**config.mk**
```make
export PLATFORM = sky130hd
export DESIGN_NAME = freq_meter_gate
export DESIGN_NICKNAME = d
export VERILOG_FILES = /design/src/rtl/freq_meter_gate.sv
export SDC_FILE = /design/constraint.sdc
export NUM_CORES = 1
export LEC_CHECK = 0
export CAP_MARGIN = 20
export CORE_MARGIN = 8
export CORE_UTILIZATION = 61
export CTS_BUF_LIST = sky130_fd_sc_hd__clkbuf_4
export DETAILED_ROUTE_END_ITERATION = 6
export GPL_ROUTABILITY_DRIVEN = 0
export GPL_TIMING_DRIVEN = 1
export PLACE_DENSITY_LB_ADDON = 0.08
export SETUP_SLACK_MARGIN = 0.4
export SLEW_MARGIN = 20
export SYNTH_ARGS = -nofsm -noshare
export SYNTH_HDL_FRONTEND = slang
export SYNTH_SLANG_ARGS = --single-unit
```
**constraint.sdc**
```tcl
create_clock -name refclk -period 3.4 [get_ports refclk]
set_input_delay 0.51 -clock refclk [delete_from_list [all_inputs] [get_ports refclk]]
set_output_delay 0.51 -clock refclk [all_outputs]
set_load 0.01 [all_outputs]
```
**src/rtl/freq_meter_gate.sv**
```systemverilog
// freq_meter_gate: counts rising edges of an asynchronous sig_in over a fixed window
// of GATE_CYCLES refclk cycles and hands the count downstream over valid/ready.
// Optional build macro FREQ_METER_AUTORESTART_EN: after each result handshake a new
// window opens immediately (continuous measurement) until abort returns to IDLE.
module freq_meter_gate #(
    parameter int unsigned GATE_CYCLES = 50000000,
    parameter int unsigned CNT_W       = 32,
    parameter int unsigned SYNC_STAGES = 2
) (
    input  logic             refclk,
    input  logic             rst_n,
    input  logic             sig_in,
    input  logic             start,
    input  logic             abort,
    output logic             busy,
    output logic [CNT_W-1:0] result,
    output logic             result_valid,
    input  logic             result_ready,
    output logic             overflow
);

    localparam int unsigned GATE_W = $clog2(GATE_CYCLES);
    localparam logic [GATE_W-1:0] GATE_LOAD = GATE_W'(GATE_CYCLES - 1);

    localparam logic [1:0] IDLE = 2'd0;
    localparam logic [1:0] GATE = 2'd1;
    localparam logic [1:0] HOLD = 2'd2;

    logic [1:0]             state;
    logic [1:0]             state_nxt;
    logic [GATE_W-1:0]      gate_cnt;
    logic [GATE_W-1:0]      gate_cnt_nxt;
    logic [CNT_W-1:0]       edge_cnt;
    logic [CNT_W-1:0]       edge_cnt_nxt;
    logic [CNT_W-1:0]       result_nxt;
    logic                   valid_nxt;
    logic                   overflow_nxt;
    logic                   busy_nxt;
    logic [SYNC_STAGES-1:0] sync_q;
    logic                   sig_d;
    logic                   sig_s;
    logic                   rise;
    logic                   at_max;
    logic                   sat_hit;
    logic [CNT_W-1:0]       edge_sum;
    logic                   restart;

    // Synchronized level and its one-cycle rising-edge pulse
    assign sig_s = sync_q[SYNC_STAGES-1];
    assign rise  = sig_s & ~sig_d;

    // Saturating edge accumulation; an edge arriving at all-ones is lost and flagged
    assign at_max   = &edge_cnt;
    assign sat_hit  = at_max & rise;
    assign edge_sum = at_max ? edge_cnt : edge_cnt + CNT_W'(rise);

    // Whether a completed handshake immediately opens the next window
`ifdef FREQ_METER_AUTORESTART_EN
    assign restart = 1'b1;
`else
    assign restart = start;
`endif

    // Next-state and next-value logic; abort overrides everything
    always_comb begin
        state_nxt    = state;
        gate_cnt_nxt = gate_cnt;
        edge_cnt_nxt = edge_cnt;
        result_nxt   = result;
        valid_nxt    = result_valid;
        overflow_nxt = overflow;

        case (state)
            IDLE: begin
                if (start) begin
                    state_nxt    = GATE;
                    gate_cnt_nxt = GATE_LOAD;
                    edge_cnt_nxt = '0;
                    overflow_nxt = 1'b0;
                end
            end
            GATE: begin
                edge_cnt_nxt = edge_sum;
                if (sat_hit) begin
                    overflow_nxt = 1'b1;
                end
                gate_cnt_nxt = gate_cnt - GATE_W'(1);
                if (gate_cnt == '0) begin
                    gate_cnt_nxt = '0;
                    result_nxt   = edge_sum;
                    valid_nxt    = 1'b1;
                    state_nxt    = HOLD;
                end
            end
            HOLD: begin
                if (result_valid && result_ready) begin
                    valid_nxt = 1'b0;
                    if (restart) begin
                        state_nxt    = GATE;
                        gate_cnt_nxt = GATE_LOAD;
                        edge_cnt_nxt = '0;
                        overflow_nxt = 1'b0;
                    end else begin
                        state_nxt = IDLE;
                    end
                end
            end
            default: begin
                state_nxt = IDLE;
            end
        endcase

        if (abort) begin
            state_nxt    = IDLE;
            valid_nxt    = 1'b0;
            gate_cnt_nxt = '0;
            edge_cnt_nxt = '0;
            overflow_nxt = 1'b0;
        end

        busy_nxt = (state_nxt != IDLE);
    end

    // State, counters, registered outputs and the sig_in synchronizer
    always_ff @(posedge refclk or negedge rst_n) begin
        if (!rst_n) begin
            state        <= IDLE;
            gate_cnt     <= '0;
            edge_cnt     <= '0;
            result       <= '0;
            result_valid <= 1'b0;
            overflow     <= 1'b0;
            busy         <= 1'b0;
            sync_q       <= '0;
            sig_d        <= 1'b0;
        end else begin
            state        <= state_nxt;
            gate_cnt     <= gate_cnt_nxt;
            edge_cnt     <= edge_cnt_nxt;
            result       <= result_nxt;
            result_valid <= valid_nxt;
            overflow     <= overflow_nxt;
            busy         <= busy_nxt;
            sync_q       <= {sync_q[SYNC_STAGES-2:0], sig_in};
            sig_d        <= sig_s;
        end
    end

endmodule

```
# Yosys cells after proc, flatten, opt, wreduce, memory -nomap -nowiden
# Cells that the tools add are included.
dict set report word_totals {
  regBits 98
  in_bits 6
  out_inout_bits 35
  word_cells 55
}
dict set report op_classes {
  addsub 2
  eq_ne 5
  n_mux 25
  bitwise 3
  reduce_logical 11
}
# operator count
set ops {}
lappend ops {{$mux 32} 4}
lappend ops {{$mux 26} 4}
lappend ops {{$pmux 32 s3} 1}
lappend ops {{$pmux 26 s3} 1}
lappend ops {{$add 32x1->32} 1}
lappend ops {{$reduce_and 32->1} 1}
lappend ops {{$logic_not 26->1} 1}
lappend ops {{$sub 26x1->26 const B} 1}
lappend ops {{$ne 3x3->1 const B} 3}
lappend ops {{$mux 1} 8}
lappend ops {{$mux 2} 4}
lappend ops {{$pmux 2 s3} 1}
lappend ops {{$reduce_and 3->1} 2}
lappend ops {{$reduce_and 2->1} 2}
lappend ops {{$reduce_bool 4->1} 1}
lappend ops {{$pmux 1 s3} 1}
lappend ops {{$reduce_bool 3->1} 1}
lappend ops {{$and 1x1->1} 2}
lappend ops {{$eq 2x1->1 const B} 1}
lappend ops {{$eq 2x2->1 const B} 1}
lappend ops {{$logic_not 2->1} 1}
lappend ops {{$pmux 1 s2} 1}
lappend ops {{$reduce_bool 2->1} 1}
lappend ops {{$logic_and 1x1->1} 1}
lappend ops {{$not 1->1} 1}

# Longest topological paths before layout
dict set report depth {
  word_depth 6
  ltp_mapped 9
  ltp_nobuf 8
}

# Worst setup path after synthesis
# OpenSTA, ideal clock, no wires.
dict set report synth_timing {
  path_type {flip-flop to flip-flop}
  start {register gate_cnt[11]}
  end {register result[21]}
  setup_ns 0.069
  arrival_ns 2.481
  required_time_ns 3.331
  setup_slack_ns 0.850
  stages_incl_launch_ff 8
  path_buffers 2
  period_less_slack_ns 2.550
  path_cell_list {dfrtp_1 or4_1 buf_2 or4_4 or2_1 buf_6 or4_1 nand3_1}
}
dict set report synth_via {
  elab_chain_len 2
}
# item line
set synth_rtl {}
lappend synth_rtl {{start: declaration} 31} ;# logic [GATE_W-1:0] gate_cnt;
lappend synth_rtl {{start signal: assignment} 138} ;# gate_cnt <= gate_cnt_nxt;
lappend synth_rtl {{$logic_not 26->1} 88} ;# if (gate_cnt == '0) begin
lappend synth_rtl {{$reduce_and 2->1 (no line)} n/a}
lappend synth_rtl {{end signal: assignment} 140} ;# result <= result_nxt;
lappend synth_rtl {{end: declaration} 16} ;# output logic [CNT_W-1:0] result,
# Every way passes these cells.
# A chain may end at the register's enable or synchronous reset.

# Worst setup path in the final report
# Ends and elaborated chain as after synthesis.

==> qor.txt <==
First-pass GRT wire length: 23.0 mm
Port Buffers: 40
Minimum clock period: 2.84 ns
Min-Delay Path Class: in2async
Antenna diode count: 0
Starting DRT DRC Count: 290
Mean Syn Cell Area: 8.81 um^2
Maximum VDD drop: 0.222 mV
HPWL Detailed: 9.83 mm
Area Growth Syn to Fin: 12.8%
DIE HEIGHT: 110 um
Via count: 5085
Total grt overflow: 0
Tcrit/Tclk final: 83.4%
Syn nets: 624
Nets: 657
Post-synth EDFFs: 0
#FFs+latches synth: 98
Post-layout util: 70.3%
Die footprint: 12100 um^2
Final setup violation count: 0
Max Slew Vio Count: 0
Worst-path clk slew: 0.15 ns
Crit-path max FO: 19
Wire length per cell: 18.5 um
Crit path launch: gate_cnt[11]
Synthesized area: 5410 um^2
Sink Count: 98
Initial Utilization: 62.4%
Number of top-level pins: 41
Row Count: 34
Reg2Reg Launch Point: gate_cnt[11]
CTS Root Cell: clkbuf_4
Post-CTS setup repair buffer count: 0
Fmax: 0.353 GHz
Final setup TNS: 0 ns
Final hold vios: 0
Startpoint types: register
Clock Skew: 0.0171 ns
# hold bufs at CTS: 0
Core footprint: 8680 um^2
1st-pass router iterations: 5
Largest net degree at the start of global routing: 56
Post-cts resize count: 0
Initial antenna violation count: 0
Worst slew margin: 45.6%
Vias in the first global route: 4852
DIE WIDTH: 110 um
Max-cap violations: 0
WS Path Type: reg2reg
Insertion delay of the later-clocked pin in the worst-skew pair: 0.45 ns
Mapped Cells: 614
Leak pwr: 2.43 nW
Most common cell after layout, fill and taps aside: dfrtp_1
CTS tree: done
Htree depth: 3
Data arrival, critical path: 3.22 ns
PD cells: 363 nW/um^2
Outcome: completed
Async SR Flop Fraction: 100%
DRC: 0
Commonest non-fill, non-tap cells in the layout: dfrtp_1, nand2_1, o21ai_0
RSZ-0062 raised after global routing: no
Tightest Pin Transition: 0.815 ns
Req. time, crit path: 3.79 ns
Gr usage total: 23.7%
Post-DRT Antenna Nets: 0
Yosys warns: 0
DR vias/cell: 6.71
Final wirelength: 14.0 mm
Register area share after synthesis: 45.3%
Power Total: 2.22 mW
CP Capture Type: register
Post-synthesis cell type count: 52
Top_reg_cell synth: dfrtp_1
Clk buf depth: 2
Share of cells above drive strength 1: 6.46%
Num CTS Buffers: 9
==> worst paths after layout <==
| check | to | slack, ns | cells past startpoint |
|---|---|---|---|
| setup / recovery | result[21] | 0.56 | 5 |
| hold / removal | result[18] | 0.02 | 1 |
| setup reg to reg | result[21] | 0.56 | 5 |
| hold reg to reg | sync_q[1] | 0.38 | 0 |
| max in group asynchronous | edge_cnt[31] | 2.66 | 2 |
| min in group refclk | sync_q[1] | 0.38 | 0 |
==> state kept, by name, summed over array words and instances (netlist names) <==
name / count
edge_cnt: 32
result: 32
gate_cnt: 26
overflow: 1
result_valid: 1
sync_q: 2
busy: 1
sig_d: 1
state: 2
==> synthesized netlist by cell type (all sizes together) (9+ instances only) <==
master	number	share of area, %
dfrtp	98	45
nand2	61	4.2
o21ai	47	4.3
a21oi	44	4.1
nor2	42	2.9
clkbuf	32	2.2
a31oi	30	3.5
nand3	24	2.2
or4	22	3.1
o211ai	19	2.6
nor4	17	2.1
or3	16	1.8
inv	15	1.0
nor3	14	1.3
xnor2	14	2.3
and3	13	1.5
nand4	12	1.4
o22a	12	1.9
o31ai	9	1.2
==> worst max-delay path: stages (launching register included) <==
cell,delay [ns]
dfrtp_1,0.45
or4_1,0.65
or4_4,0.54
or2_2,0.48
or4_1,0.56
nand3_1,0.09
==> where the power goes <==
group | internal, mW | switching, mW | leakage [nW]
Clock | 0.291 | 0.386 | 0.0778
Sequential | 1.21 | 0.0517 | 1.33
Combinational | 0.103 | 0.178 | 1.03
==> final cells by class <==
| class | instances | area [um^2] |
|---|---|---|
| tap | 108 | 135 |
| multi-input combinational | 464 | 2760 |
| fill | 686 | 2570 |
| timing repair buffer | 59 | 553 |
| clock inverter | 5 | 81.3 |
| clock buffer | 9 | 67.6 |
| inverter | 15 | 56.3 |
| sequential | 98 | 2450 |
==> kinds of logic after synthesis <==
logic type      synth area share, %
flops                          45.3
fa+ha+maj                     0.925
compound gates                 23.1
buf+inv                        3.81
simple gates                   23.8
xor+xnor                       3.08
==> metrics by stage <==
step / setup slack (ns) / instances / cell area (um^2) / hold WS, ns
floorplan: 0.850 / 614 / 5410 / 0.214
detailed placement: 0.518 / 744 / 5950 / 0.336
global placement: 0.579 / 744 / 5950 / 0.336
finish: 0.564 / 758 / 6100 / 0.0244
CTS: 0.493 / 758 / 6100 / 0.0434
global route: 0.462 / 758 / 6100 / 0.0561
==> per-layer routing <==
layer  track usage [%]  up-vias  wire (um)
li1                  -     2383          -
met1              28.1     2473       5630
met2              42.4      199       7220
met3              3.26       30        859
met4              9.61        0        314
met5                 0        -          0
Power figures use the tool's default switching activity.
